## config.mk

```make
export PLATFORM = sky130hd
export DESIGN_NAME = seg_scan_ctrl_flat
export DESIGN_NICKNAME = d
export VERILOG_FILES = /design/src/rtl/seg_scan_ctrl_pkg.sv /design/src/rtl/seg_scan_ctrl_if.sv /design/src/rtl/seg_glyph_rom.sv /design/src/rtl/seg_scan_ctrl.sv /design/src/flat_wrapper.sv
export SDC_FILE = /design/constraint.sdc
export NUM_CORES = 1
export LEC_CHECK = 0
export ABC_AREA = 0
export BUFFER_PORTS_ARGS = -buffer_cell sky130_fd_sc_hd__buf_2
export CAP_MARGIN = 20
export CORE_UTILIZATION = 55
export DETAILED_ROUTE_END_ITERATION = 16
export MAX_ROUTING_LAYER = met4
export PLACE_DENSITY = 0.73
export SETUP_SLACK_MARGIN = 0.4
export SLEW_MARGIN = 20
export SYNTH_ARGS = -nofsm -noshare
export SYNTH_HDL_FRONTEND = slang
export SYNTH_SLANG_ARGS = --single-unit
```

## constraint.sdc

```tcl
create_clock -name clk -period 4.75 [get_ports clk]
set_input_delay 0.95 -clock clk [delete_from_list [all_inputs] [get_ports clk]]
set_output_delay 0.95 -clock clk [all_outputs]
set_load 0.02 [all_outputs]
```

## src/rtl/seg_scan_ctrl_pkg.sv

```systemverilog
`default_nettype none
// ============================================================================
// seg_scan_ctrl_pkg
// ----------------------------------------------------------------------------
// Shared definitions for the 7-segment display path: symbol codes used by the
// sensor path and count formatting, and the scan state type.
// Ports: none (package).
// Revision: 1.0 - initial release
// ============================================================================
package seg_scan_ctrl_pkg;

  // Symbol codes beyond the 0..15 hex glyphs
  localparam logic [4:0] SYM_C     = 5'd16;
  localparam logic [4:0] SYM_A     = 5'd17;
  localparam logic [4:0] SYM_S     = 5'd18;
  localparam logic [4:0] SYM_DASH  = 5'd19;
  localparam logic [4:0] SYM_BLANK = 5'd31;

  typedef enum logic [0:0] {
    BLANK = 1'b0,
    DRIVE = 1'b1
  } scan_state_t;

endpackage
`default_nettype wire

```

## src/rtl/seg_scan_ctrl_if.sv

```systemverilog
`default_nettype none
// ============================================================================
// seg_scan_ctrl_if
// ----------------------------------------------------------------------------
// Staging write port and commit handshake of the display controller.
// Signals:
//   wr_valid/wr_ready  write handshake, wr_digit (0 = rightmost), wr_sym (5b)
//   commit             one-cycle request to publish staging at frame boundary
//   commit_done        one-cycle pulse when the publish happens
// Modports: master (producer side), slave (seg_scan_ctrl side).
// Revision: 1.0 - initial release
// ============================================================================
interface seg_scan_ctrl_if;
  logic       wr_valid;
  logic       wr_ready;
  logic [1:0] wr_digit;
  logic [4:0] wr_sym;
  logic       commit;
  logic       commit_done;

  modport master (
    output wr_valid, wr_digit, wr_sym, commit,
    input  wr_ready, commit_done
  );

  modport slave (
    input  wr_valid, wr_digit, wr_sym, commit,
    output wr_ready, commit_done
  );
endinterface
`default_nettype wire

```

## src/rtl/seg_glyph_rom.sv

```systemverilog
`default_nettype none
// ============================================================================
// seg_glyph_rom
// ----------------------------------------------------------------------------
// Combinational symbol-to-segment decode, active-low, bit order {g,f,e,d,c,b,a}.
// Ports:
//   sym  in  5  symbol code (0..15 hex, 16 C, 17 A, 18 S, 19 top dash,
//               everything else blank)
//   seg  out 7  active-low segment pattern
// Revision: 1.0 - initial release
// ============================================================================
module seg_glyph_rom
  import seg_scan_ctrl_pkg::*;
(
  input  logic [4:0] sym,
  output logic [6:0] seg
);

  always_comb begin
    seg = 7'b1111111;
    case (sym)
      5'd0:     seg = 7'b1000000;
      5'd1:     seg = 7'b1111001;
      5'd2:     seg = 7'b0100100;
      5'd3:     seg = 7'b0110000;
      5'd4:     seg = 7'b0011001;
      5'd5:     seg = 7'b0010010;
      5'd6:     seg = 7'b0000010;
      5'd7:     seg = 7'b1111000;
      5'd8:     seg = 7'b0000000;
      5'd9:     seg = 7'b0010000;
      5'd10:    seg = 7'b0001000;
      5'd11:    seg = 7'b0000011;
      5'd12:    seg = 7'b1000110;
      5'd13:    seg = 7'b0100001;
      5'd14:    seg = 7'b0000110;
      5'd15:    seg = 7'b0001110;
      SYM_C:    seg = 7'b1000110;
      SYM_A:    seg = 7'b0001000;
      SYM_S:    seg = 7'b0010010;
      SYM_DASH: seg = 7'b1111110;
      default:  seg = 7'b1111111;  // reserved codes and SYM_BLANK
    endcase
  end

endmodule
`default_nettype wire

```

## src/rtl/seg_scan_ctrl.sv

```systemverilog
`default_nettype none
// ============================================================================
// seg_scan_ctrl
// ----------------------------------------------------------------------------
// Time-multiplexed scan controller for a 4-digit common-anode 7-segment
// display. Each digit slot is DIGIT_CYC cycles, the first BLANK_CYC with all
// anodes off. Symbols are written into staging registers and copied to the
// displayed (active) set atomically at the end of a frame.
// Parameters: DIGIT_CYC (>= 4), BLANK_CYC (1 <= BLANK_CYC < DIGIT_CYC)
// Ports:
//   clk    in   system clock
//   rst_n  in   synchronous active-low reset
//   en     in   display enable, low forces the display dark
//   wr     slave staging write / commit port (seg_scan_ctrl_if)
//   seg    out  7  segments {g,f,e,d,c,b,a}, active-low, registered
//   an     out  4  anodes, active-low, registered, at most one low
// Revision: 1.0 - initial release
// ============================================================================
module seg_scan_ctrl
  import seg_scan_ctrl_pkg::*;
#(
  parameter int DIGIT_CYC = 50000,
  parameter int BLANK_CYC = 500
) (
  input  logic            clk,
  input  logic            rst_n,
  input  logic            en,
  seg_scan_ctrl_if.slave  wr,
  output logic [6:0]      seg,
  output logic [3:0]      an
);

  localparam int            CW         = $clog2(DIGIT_CYC);
  localparam logic [CW-1:0] SLOT_LAST  = CW'(DIGIT_CYC - 1);
  localparam logic [CW-1:0] BLANK_LAST = CW'(BLANK_CYC - 1);

  scan_state_t   state, state_nxt;
  logic [CW-1:0] cnt, cnt_nxt;
  logic [1:0]    idx, idx_nxt;
  logic          pending;
  logic          frame_end;
  logic          accept;
  logic [6:0]    glyph;
  logic [4:0]    staging [4];
  logic [4:0]    active  [4];

  // Counter runs across the whole slot; BLANK occupies its first BLANK_CYC
  // counts and DRIVE the remainder.
  always_comb begin
    state_nxt = state;
    idx_nxt   = idx;
    cnt_nxt   = (cnt == SLOT_LAST) ? '0 : cnt + 1'b1;
    if (!en) begin
      state_nxt = BLANK;
      cnt_nxt   = '0;
      idx_nxt   = 2'd0;
    end else begin
      case (state)
        BLANK: begin
          if (cnt == BLANK_LAST) state_nxt = DRIVE;
        end
        DRIVE: begin
          if (cnt == SLOT_LAST) begin
            state_nxt = BLANK;
            idx_nxt   = idx + 2'd1;
          end
        end
        default: state_nxt = BLANK;
      endcase
    end
  end

  assign frame_end   = en && (state == DRIVE) && (idx == 2'd3) && (cnt == SLOT_LAST);
  assign wr.wr_ready = !pending;
  assign accept      = wr.wr_valid && !pending;

  // Decode the digit that will be shown after this edge so that seg and an
  // update together and the glyph is already stable when the anode turns on.
  seg_glyph_rom u_rom (
    .sym (active[idx_nxt]),
    .seg (glyph)
  );

  always_ff @(posedge clk) begin
    if (!rst_n) begin
      state          <= BLANK;
      cnt            <= '0;
      idx            <= 2'd0;
      an             <= 4'b1111;
      seg            <= 7'b1111111;
      pending        <= 1'b0;
      wr.commit_done <= 1'b0;
      for (int i = 0; i < 4; i++) begin
        staging[i] <= SYM_BLANK;
        active[i]  <= SYM_BLANK;
      end
    end else begin
      state <= state_nxt;
      cnt   <= cnt_nxt;
      idx   <= idx_nxt;

      if (en && (state_nxt == DRIVE)) begin
        an  <= ~(4'b0001 << idx_nxt);
        seg <= glyph;
      end else begin
        an  <= 4'b1111;
        seg <= 7'b1111111;
      end

      if (accept) staging[wr.wr_digit] <= wr.wr_sym;

      // With the display disabled there is no frame to wait for, so a
      // pending commit is published immediately.
      wr.commit_done <= 1'b0;
      if (pending && (frame_end || !en)) begin
        for (int i = 0; i < 4; i++) active[i] <= staging[i];
        pending        <= 1'b0;
        wr.commit_done <= 1'b1;
      end else if (wr.commit && !pending) begin
        pending <= 1'b1;
      end
    end
  end

endmodule
`default_nettype wire

```

## src/flat_wrapper.sv

```systemverilog
// flat-port wrapper written by rule: the top's interface ports become plain ports
module seg_scan_ctrl_flat import seg_scan_ctrl_pkg::*;
#(
  parameter int DIGIT_CYC = 50000,
  parameter int BLANK_CYC = 500
)
  (clk, rst_n, en, seg, an, wr_wr_valid, wr_wr_digit, wr_wr_sym, wr_commit, wr_wr_ready, wr_commit_done);
  seg_scan_ctrl_if wr_i ();
  input  logic clk;
  input  logic rst_n;
  input  logic en;
  output logic [6:0] seg;
  output logic [3:0] an;
  input wire logic [$bits(wr_i.wr_valid)-1:0] wr_wr_valid;
  input wire logic [$bits(wr_i.wr_digit)-1:0] wr_wr_digit;
  input wire logic [$bits(wr_i.wr_sym)-1:0] wr_wr_sym;
  input wire logic [$bits(wr_i.commit)-1:0] wr_commit;
  output wire logic [$bits(wr_i.wr_ready)-1:0] wr_wr_ready;
  output wire logic [$bits(wr_i.commit_done)-1:0] wr_commit_done;
  assign wr_i.wr_valid = wr_wr_valid;
  assign wr_i.wr_digit = wr_wr_digit;
  assign wr_i.wr_sym = wr_wr_sym;
  assign wr_i.commit = wr_commit;
  assign wr_wr_ready = wr_i.wr_ready;
  assign wr_commit_done = wr_i.commit_done;
  seg_scan_ctrl #(.DIGIT_CYC(DIGIT_CYC), .BLANK_CYC(BLANK_CYC)) u_core (.clk(clk), .rst_n(rst_n), .en(en), .wr(wr_i), .seg(seg), .an(an));
endmodule
```

* Word-level counts from Yosys, hierarchy flattened *
Memory sizes are Yosys's and may differ from the RTL's. A register that Yosys moved wholly into a read port is not among the register bits.
Index checks and enable logic that the tools add are counted.

storage, ports and cells
  logic and storage cells = 59
  RAM bits = 40
  register bits = 25
  bits in latches = 0
  output and inout bits = 13
  bits of input ports = 12
  ROM bits = 224
  memories = 3

cells by class
  div/mod/pow operators = 0
  mux-type cells = 21
  order comparisons = 0
  reductions and logical operators = 15
  equal/unequal tests = 3
  multiply operators = 0
  bitwise gates (word level) = 8
  add/sub/neg operators = 2
  shifts and indexed selects = 1

memory list
  name              words  width  rd ports  clocked after Yosys merged registers in  write ports  line                 text
  (name not given)  32     7      1         1                                        0            seg_glyph_rom.sv:21  case (sym)
  u_core.active     4      5      1         0                                        4            seg_scan_ctrl.sv:45  logic [4:0] active [4];
  u_core.staging    4      5      4         0                                        4            seg_scan_ctrl.sv:44  logic [4:0] staging [4];

operator list
  operator                                          count
  2-to-1 mux 5 bit                                  5
  adder 16 x 1 -> 16 bit (second input constant)    1
  == test 16 bit (second input constant)            1
  == test 16 x 9 -> 1 bit (second input constant)   1
  2-to-1 mux 1 bit                                  11
  2-to-1 mux 2 bit                                  4
  logical AND 1 bit                                 7
  OR reduction 5 bit                                1
  NOT 4 bit                                         1
  bitwise OR 1 bit                                  4
  left shift 1 x 2 -> 4 bit (first input constant)  1
  zero test 1 bit                                   3
  NOT 1 bit                                         3
  OR reduction 3 bit                                1
  adder 2 x 1 -> 2 bit (second input constant)      1
  == test 2 bit (second input constant)             1
  case mux 1 bit (2 select lines)                   1
  AND reduction 2 bit                               1
  OR reduction 2 bit                                1
  logical OR 1 bit                                  1

* Longest topological paths before layout *
Gate-level depths: netlist of the first run.

  word-level depth = 9
  depth in mapped cells = 13

* Hierarchy *
Synthesis of the first run repeated with hierarchy kept, for this count alone.

second synthesis, totals
  cells, all modules = 328
  area total of the unflattened synthesis = 3445.8 um2

by module, submodules not included
  module         area each (um2)  seq. area each (um2)  times used  cells each
  seg_scan_ctrl  3045.4           1841.8                1           273
  seg_glyph_rom  400.4            0.0                   1           55

* Least setup slack after synthesis of the first run *
Ideal clock, no wire load.

  path type = flip-flop to flip-flop
  from = reg u_core.cnt[4]
  to = reg u_core.seg[3]
  library setup time = 0.120 ns
  arrival = 3.307 ns
  setup slack = 1.323 ns
  cell stages (with the launch flop) = 11
  period minus slack after synthesis = 3.427 ns
  path through = dfxtp_1 > or4b_4 > nor4_4 > mux2i_1 > and2b_2 > a221oi_1 > inv_1 > ha_1 > mux2i_1 > a21oi_1 > o31a_1

between the ends
  word-level cells in the longest chain between the ends = 7
  elaborated cells between the ends (all ways) = 13

RTL lines
  item                                                              line                                      text
  from (decl)                                                       seg_scan_ctrl.sv:38                       logic [CW-1:0] cnt, cnt_nxt;
  from (signal assigned)                                            seg_scan_ctrl.sv:99                       cnt <= cnt_nxt;
  == test 16 bit / == test 16 x 9 -> 1 bit (equally long branches)  seg_scan_ctrl.sv:63, seg_scan_ctrl.sv:60
  2-to-1 mux 1 bit (on tied branches)                               seg_scan_ctrl.sv:63, seg_scan_ctrl.sv:60
  case mux 1 bit (2 select lines)                                   seg_scan_ctrl.sv:58                       case (state)
  2-to-1 mux 1 bit                                                  seg_scan_ctrl.sv:53                       if (!en) begin
  logical AND 1 bit                                                 seg_scan_ctrl.sv:102                      if (en && (state_nxt == DRIVE)) begin
  AND reduction 2 bit (no source line)                              -
  zero test 1 bit (no source line)                                  -
  to (decl)                                                         seg_scan_ctrl.sv:29                       output logic [6:0] seg,

Parallel ways exist; a longest one is shown, timed or not.
A chain may end at the register's enable or synchronous reset.

* Worst setup path in the final report of the first run *
  from = reg u_core.cnt[4]
  to = reg u_core.seg[4]

Same word-level chain as after synthesis.

==> results.json, run 1 <==
{
  "grt_overflow_total": 0,
  "power.density_nw_per_um2": 304,
  "fill_cells": 466,
  "timing.final.crit_share_pct": 71.4,
  "yosysWarnings": 0,
  "grt_max_degree": 29,
  "place.gp.congestion": 0.816,
  "dr.pass1.iters": 4,
  "cap_violations": 0,
  "synthCells": 323,
  "required_ns": 4.98,
  "grtUsageTotal_pct": 20.0,
  "clkLatencyLatePin_ns": 0.34,
  "num_antenna_cells": 0,
  "clockBufferDepth": 2,
  "cts_inserted_buffers": 9,
  "power.leakage_nw": 1.25,
  "hold_buffers": 0,
  "period_minus_slack_ns": 3.39,
  "hold_path.class": "flip-flop to flip-flop",
  "yosys.area.top_type": "edfxtp_1",
  "ir_drop_mv": 0.165,
  "dpl-instance-area_um2": 3600,
  "timing.slew.headroom_pct": 46.2,
  "p_total_mw": 1.15,
  "setup_violations": 0,
  "internal-power_uw": 910,
  "syn_area_per_cell_um2": 10.6,
  "path_clk_slew_ns": 0.07,
  "grt_pass1_wl_um": 9310,
  "synth.most_common_cell": "edfxtp_1",
  "dp_hpwl_um": 4010,
  "fin_nets": 370,
  "synth-async-reset-ratio_pct": 0,
  "synth_edf_count": 40,
  "cts_resized": 0,
  "layout-drive-gt1-share_pct": 23.5,
  "grt_pass1_vias": 2041,
  "core-area_um2": 5960,
  "seq_power_share_pct": 58.0,
  "root_buffer": "clkbuf_8",
  "synth_top_cell_area_share_pct": 35.1,
  "maxSlewViolCount": 0,
  "routed_via_density": 5.35,
  "pin_count": 25,
  "dieArea_um2": 6540,
  "cts_setup_buffers": 0,
  "synthTopCellsByCount": "edfxtp_1 (40), or2_2 (35), nand2_1 (33)",
  "ys_types": 49,
  "fin_skew_ns": 0.0106,
  "cts_sinks": 72,
  "h-tree-depth": 3,
  "initial_core_util_pct": 57.4,
  "crit_path_end_kind": "flip-flop",
  "comb_power_share_pct": 3.2,
  "p_sw_uw": 240,
  "syn_to_final_growth_pct": 10.5,
  "antenna_found_initial": 0,
  "fp.dieH_um": 80.9,
  "tightest_slew_ns": 0.806,
  "synth-seq-cells": 72,
  "cp.arrival_ns": 3.62,
  "rsz0062_at_grt": "false",
  "io_buffer_count": 24,
  "cp-start-kind": "flip-flop",
  "max_freq_mhz": 295,
  "vias": 2290,
  "power_frac_clock_pct": 38.8,
  "drc": 0,
  "cp_max_fo": 19,
  "rows": 28,
  "fp.dieW_um": 80.9,
  "drt_iter0_drc": 110,
  "wirelength_um": 5710,
  "hold_viol_final": 0,
  "ys_seq_area_share_pct": 53.8,
  "finalInstanceArea_um2": 3780,
  "tritoncts": "done",
  "synth_area_leaders": "edfxtp_1 (35%), dfxtp_1 (19%), or2_2 (6.4%)",
  "syn_nets": 344,
  "status": "finished, final reports clean",
  "routedWlPerCell_um": 13.3,
  "antenna_left": 0,
  "switching_share_pct": 20.9,
  "synthFlopType": "edfxtp_1",
  "tns_ns": 0,
  "crit_type": "flip-flop to flip-flop",
  "final_core_util_pct": 63.5,
  "synth_area_um2": 3420
}
[flip-flops by register name, indices dropped and copies added (netlist names)]
name	count
u_core.wr.commit_done	1
u_core.cnt	16
u_core.seg	7
u_core.an	4
u_core.idx	2
u_core.staging	20
u_core.pending	1
u_core.state	1
u_core.active	20
[placed cells by master (no fill, tap or decap), types with 4 or more instances in the layout]
cell type / instances
o21ai_0: 9
or3_1: 6
or2_2: 35
xnor2_1: 5
inv_1: 7
nor3_1: 5
clkbuf_8: 10
nand2_1: 33
buf_2: 24
mux2i_1: 5
and3_1: 4
ha_1: 9
nor2_1: 31
xor2_1: 9
nand2b_1: 11
dfxtp_1: 32
edfxtp_1: 40
nand3_1: 9
a21oi_1: 9
a211o_1: 4
nor3b_1: 6
nand4_1: 7
clkbuf_1: 4
[per-layer routing]
| metal | part of all wire [%] | track usage, % | vias to the layer above |
|---|---|---|---|
| met4 | 2.9 | 12.7 | 0 |
| met1 | 47 | 23.2 | 1038 |
| met5 | 0 | - | - |
| met2 | 47 | 30.9 | 43 |
| li1 | - | - | 1193 |
| met3 | 3.7 | 4.83 | 16 |
[power by group through the flow]
stage	Combinational, mW	Sequential (mW)	Clock, mW
after floorplan	0.0231	0.680	0
after global placement	0.0366	0.680	0
after detailed placement	0.0377	0.681	0
after CTS	0.0377	0.667	0.454
after global routing	0.0418	0.667	0.478
final	0.0371	0.667	0.445
[per-stage QoR]
step	instances	hold slack, ns	setup slack, ns
after CTS	428	0.454	1.37
final	428	0.454	1.36
after floorplan	323	0.418	1.32
after global placement	413	0.434	1.44
after global routing	428	0.482	1.12
after detailed placement	413	0.438	1.38
[critical path: stages (launching register included)]
cell	delay [ns]
dfxtp_1	0.35
or4b_4	0.57
nor4_4	0.27
buf_4	0.25
mux2i_1	0.19
and2b_2	0.28
a221o_1	0.43
ha_1	0.26
nand2b_1	0.17
a21o_1	0.19
a221o_1	0.30
[area by class of cell]
type	instances	area, um^2	area share (%)
multi-input combinational	231	1500	39.6
tap	75	93.8	2.48
sequential	72	1840	48.7
timing repair buffer	26	135	3.57
inverter	9	33.8	0.893
clock buffer	15	178	4.70
[path summary, 6_finish.rpt]
| path | from | to | slack [ns] | cells past startpoint |
|---|---|---|---|---|
| max | u_core.cnt[4] | u_core.seg[4] | 1.36 | 10 |
| min | u_core.cnt[0] | u_core.cnt[0] | 0.45 | 1 |
| max reg2reg | u_core.cnt[4] | u_core.seg[4] | 1.36 | 10 |
| min reg2reg | u_core.cnt[0] | u_core.cnt[0] | 0.45 | 1 |
[kinds of logic (layout without fill, tap and decap cells)]
group	after synthesis	in the layout	synth area share (%)
and+or+nand+nor	162	162	26.3
DFF	72	72	53.8
AOI/OAI and AO/OA	41	41	9.14
muxes	5	5	1.46
adders and majority gates	9	9	3.29
buffers and inverters	20	50	2.34
xor gates and xnor gates	14	14	3.58
Power figures use the tool's default switching activity.
==> run 2: changes to the inputs <==
==> constraint.sdc (replaced) <==
create_clock -name clk -period 3.5 [get_ports clk]
set_input_delay 0.7 -clock clk [delete_from_list [all_inputs] [get_ports clk]]
set_output_delay 0.7 -clock clk [all_outputs]
set_load 0.02 [all_outputs]
==> results.json, run 2 (synthesized netlist as in run 1, its figures left out) <==
{
  "status": "finished, final reports clean",
  "fp.dieH_um": 80.9,
  "drt_iter0_drc": 104,
  "tritoncts": "done",
  "hold_viol_final": 0,
  "initial_core_util_pct": 57.4,
  "place.gp.congestion": 0.777,
  "path_cells": "or4_4 -> nor4_4 -> mux2i_1 -> and2b_4 -> a221o_2 -> buf_4 -> ha_2 -> mux2i_1 -> a21oi_1 -> o31a_1",
  "cp-start-kind": "flip-flop",
  "fp.dieW_um": 80.9,
  "fill_cells": 468,
  "layout-drive-gt1-share_pct": 31.1,
  "pin_count": 25,
  "tns_ns": 0,
  "final_core_util_pct": 67.3,
  "required_ns": 3.73,
  "hold_buffers": 0,
  "rows": 28,
  "reg_top3": "u_core.active (20), u_core.staging (20), u_core.cnt (16)",
  "grt_pass1_vias": 2166,
  "path_clk_slew_ns": 0.08,
  "stdcell_count": 442,
  "cp.arrival_ns": 3.29,
  "max_stage_delay_ns": 0.57,
  "grt_overflow_total": 0,
  "antenna_found_initial": 0,
  "period_minus_slack_ns": 3.06,
  "cts_sinks": 72,
  "crit_type": "flip-flop to flip-flop",
  "dr.pass1.iters": 4,
  "timing.final.crit_share_pct": 87.5,
  "routedWlPerCell_um": 13.8,
  "clkLatencyLatePin_ns": 0.34,
  "power.leakage_nw": 1.33,
  "power.density_nw_per_um2": 437,
  "grt_pass1_wl_um": 10000,
  "syn_to_final_growth_pct": 17.2,
  "cts_inserted_buffers": 9,
  "crit_buf_inv": 1,
  "io_buffer_count": 24,
  "dp_hpwl_um": 4070,
  "num_antenna_cells": 0,
  "clockBufferDepth": 2,
  "setup_violations": 0,
  "wirelength_um": 6080,
  "grtUsageTotal_pct": 21.5,
  "cap_violations": 0,
  "cpLargestDelayFamily": "simple AND/OR/NAND/NOR gates",
  "max_freq_mhz": 327,
  "path_common_cell": "mux2i_1",
  "vias": 2376,
  "hold_path.class": "flip-flop to flip-flop",
  "fin_nets": 383,
  "h-tree-depth": 3,
  "core-area_um2": 5960,
  "maxSlewViolCount": 0,
  "routed_via_density": 5.38,
  "fin_skew_ns": 0.0104,
  "cp_max_fo": 5,
  "ir_drop_mv": 0.244,
  "drc": 0,
  "antenna_left": 0,
  "mostFrequentLayoutCell": "edfxtp_1",
  "crit_path_end_kind": "flip-flop",
  "rsz0062_at_grt": "true",
  "timing.slew.headroom_pct": 66.4,
  "dieArea_um2": 6540,
  "crit_slowest_cell": "or4_4",
  "grt_max_degree": 28,
  "dp_cells": 417,
  "p_total_mw": 1.75,
  "whs_ns": 0.462,
  "layout_common_cells": "edfxtp_1 (40), or2_2 (35), nand2_1 (33), nor2_1 (31), dfxtp_1 (30)",
  "tightest_slew_ns": 0.502,
  "root_buffer": "clkbuf_8"
}
## run 2: worst paths after layout
path / from / to / slack [ns] / cells past startpoint
max: u_core.cnt[11] / u_core.seg[3] / 0.44 / 10
min: u_core.cnt[0] / u_core.cnt[0] / 0.46 / 1
max reg2reg: u_core.cnt[11] / u_core.seg[3] / 0.44 / 10
min reg2reg: u_core.cnt[0] / u_core.cnt[0] / 0.46 / 1
## run 2: repair_timing
action	in CTS	in global routing
resized for setup	3	9
endpoints found under the setup margin	4	5
setup buffers	5	4
gates cloned	0	0
pin swaps	3	4
## run 2: layer usage
layer  GRT usage, %  vias up  part of all wire (%)  wire length (um)
li1               -     1220                     -                 -
met1           25.9     1094                    47              2850
met2           33.4       54                    48              2910
met3           4.04        8                   3.6               220
met4           12.9        0                   1.6                96
met5              -        -                     0                 0
## run 2: area by class of cell
| cell class | count | area, um^2 | area share [%] |
|---|---|---|---|
| Sequential cell | 72 | 1840 | 46.0 |
| Multi-Input combinational cell | 231 | 1560 | 38.9 |
| Timing Repair Buffer | 39 | 233 | 5.81 |
| Clock buffer | 9 | 124 | 3.09 |
| Clock inverter | 7 | 119 | 2.97 |
| Tap cell | 75 | 93.8 | 2.34 |
| Inverter | 9 | 33.8 | 0.843 |
## run 2: worst register-to-register path: stages (launching register included)
cell and delay, ns:
dfxtp_1 0.33, or4_4 0.57, nor4_4 0.33, mux2i_1 0.22, and2b_4 0.23, a221o_2 0.41, buf_4 0.15, ha_2 0.19
mux2i_1 0.14, a21oi_1 0.12, o31a_1 0.26
## run 2: where the power goes
group / switching [mW] / leakage (nW) / internal, mW / total, mW
clock: 0.321 / 0.117 / 0.475 / 0.796
combinational: 0.0358 / 0.664 / 0.0176 / 0.0534
sequential: 0.00371 / 0.553 / 0.900 / 0.904
total: 0.360 / 1.33 / 1.39 / 1.75
## run 2: stage by stage
stage | cell area, um^2 | setup slack [ns]
4_1_cts | 3940 | 0.400
5_1_grt | 4010 | 0.346
3_5_place_dp | 3660 | 0.236
6_report | 4010 | 0.439
2_1_floorplan | 3440 | 0.443
3_3_place_gp | 3660 | 0.349
==> run 3: changes to the inputs <==
--- a/config.mk
+++ b/config.mk
@@ -8,6 +8,7 @@
 export ABC_AREA = 0
 export BUFFER_PORTS_ARGS = -buffer_cell sky130_fd_sc_hd__buf_2
 export CAP_MARGIN = 20
+export CORE_ASPECT_RATIO = 0.8
 export CORE_UTILIZATION = 55
 export DETAILED_ROUTE_END_ITERATION = 16
 export MAX_ROUTING_LAYER = met4
==> results.json, run 3 (synthesized netlist as in run 1, its figures left out) <==
{
  "status": "finished, final reports clean",
  "cts_inserted_buffers": 9,
  "crit_path_end_kind": "flip-flop",
  "core-area_um2": 5940,
  "fin_skew_ns": 0.00833,
  "routed_via_density": 5.32,
  "preCtsSetupSlack_ns": 0.327,
  "grt_max_degree": 28,
  "grt_pass1_vias": 2141,
  "routedWlPerCell_um": 13.2,
  "timing.slew.headroom_pct": 67.2,
  "antenna_left": 0,
  "path_clk_slew_ns": 0.08,
  "grtUsageTotal_pct": 20.1,
  "max_freq_mhz": 327,
  "root_buffer": "clkbuf_8",
  "h-tree-depth": 3,
  "crit_type": "flip-flop to flip-flop",
  "grt_overflow_total": 0,
  "cp-start-kind": "flip-flop",
  "dp_hpwl_um": 4160,
  "reg_top3": "u_core.active (20), u_core.staging (20), u_core.cnt (16)",
  "layout_common_cells": "edfxtp_1 (40), or2_2 (35), nand2_1 (33), nor2_1 (31), dfxtp_1 (29)",
  "pin_count": 25,
  "dr.pass1.iters": 4,
  "ir_drop_mv": 0.235,
  "dieArea_um2": 6540,
  "power.leakage_nw": 1.33,
  "power.density_nw_per_um2": 416,
  "num_antenna_cells": 0,
  "finalInstanceArea_um2": 3970,
  "setup_slack_ns": 0.439,
  "cp_max_fo": 6,
  "tritoncts": "done",
  "rows": 25,
  "timing.final.crit_share_pct": 87.5,
  "drt_iter0_drc": 109,
  "wirelength_um": 5900,
  "drc": 0,
  "dpl-instance-area_um2": 3660,
  "tns_ns": 0,
  "initial_core_util_pct": 57.6,
  "period_minus_slack_ns": 3.06,
  "rsz0062_at_grt": "true",
  "clkLatencyLatePin_ns": 0.34,
  "maxSlewViolCount": 0,
  "hold_viol_final": 0,
  "vias": 2382,
  "clockBufferDepth": 2,
  "fp.dieH_um": 72.5,
  "grt_pass1_wl_um": 9760,
  "tightest_slew_ns": 0.490,
  "layout-drive-gt1-share_pct": 29.7,
  "required_ns": 3.72,
  "hold_path.class": "flip-flop to flip-flop",
  "fin_nets": 383,
  "setup_violations": 0,
  "fp.dieW_um": 90.2,
  "mostFrequentLayoutCell": "edfxtp_1",
  "antenna_found_initial": 0,
  "place.gp.congestion": 0.818,
  "cts_sinks": 72,
  "cp.arrival_ns": 3.28,
  "p_total_mw": 1.65,
  "syn_to_final_growth_pct": 16.2,
  "io_buffer_count": 24,
  "cap_violations": 0
}
-- run 3: final cells by class --
| cell class | instances | area [um^2] |
|---|---|---|
| Clock buffer | 11 | 131 |
| Multi-Input combinational cell | 231 | 1530 |
| Sequential cell | 72 | 1850 |
| Timing Repair Buffer | 39 | 249 |
| Clock inverter | 5 | 80.1 |
| Tap cell | 81 | 101 |
| Fill cell | 481 | 1970 |
| Inverter | 9 | 33.8 |
-- run 3: path summary, 6_finish.rpt --
kind,startpoint,end,slack (ns),depth (start not counted)
worst max-delay path,u_core.cnt[4],u_core.seg[1],0.44,10
worst min register to register,u_core.cnt[0],u_core.cnt[0],0.48,1
worst max register to register,u_core.cnt[4],u_core.seg[1],0.44,10
worst min-delay path,u_core.cnt[0],u_core.cnt[0],0.48,1
-- run 3: per-layer routing --
layer | GRT usage (%) | vias up | routed length (um)
li1 | - | 1221 | -
met1 | 23.7 | 1086 | 2720
met2 | 32.2 | 63 | 2790
met3 | 6.29 | 12 | 298
met4 | 8.42 | 0 | 96
met5 | - | - | 0
-- run 3: critical path, cell delays in order, from the launching register on --
cell and delay, ns:
dfxtp_2 0.35, or4b_4 0.56, nor4_4 0.35, mux2i_1 0.21, and2b_4 0.23, a221o_2 0.39
inv_2 0.10, ha_1 0.26, o21ba_2 0.22, o22ai_1 0.16, o2111ai_1 0.12
-- run 3: repair_timing --
action                                  CTS  global route
endpoints found under the setup margin    3             5
resized for setup                         1             9
gates cloned                              0             0
hold buffers                              0             0
buffers inserted                          2             7
pin swaps                                 0             3
-- run 3: power by group --
group | switching (mW) | internal (mW) | total [mW]
Sequential | 0.00369 | 0.901 | 0.904
Clock | 0.295 | 0.402 | 0.697
Combinational | 0.0354 | 0.0174 | 0.0528
-- run 3: through the flow --
stage | utilization, % | cells | hold WS [ns]
global placement | 61.6 | 423 | 0.428
global route | 66.9 | 448 | 0.515
CTS | 65.5 | 441 | 0.474
detailed placement | 61.6 | 423 | 0.458
finish | 66.9 | 448 | 0.477
floorplan | - | 323 | 0.418
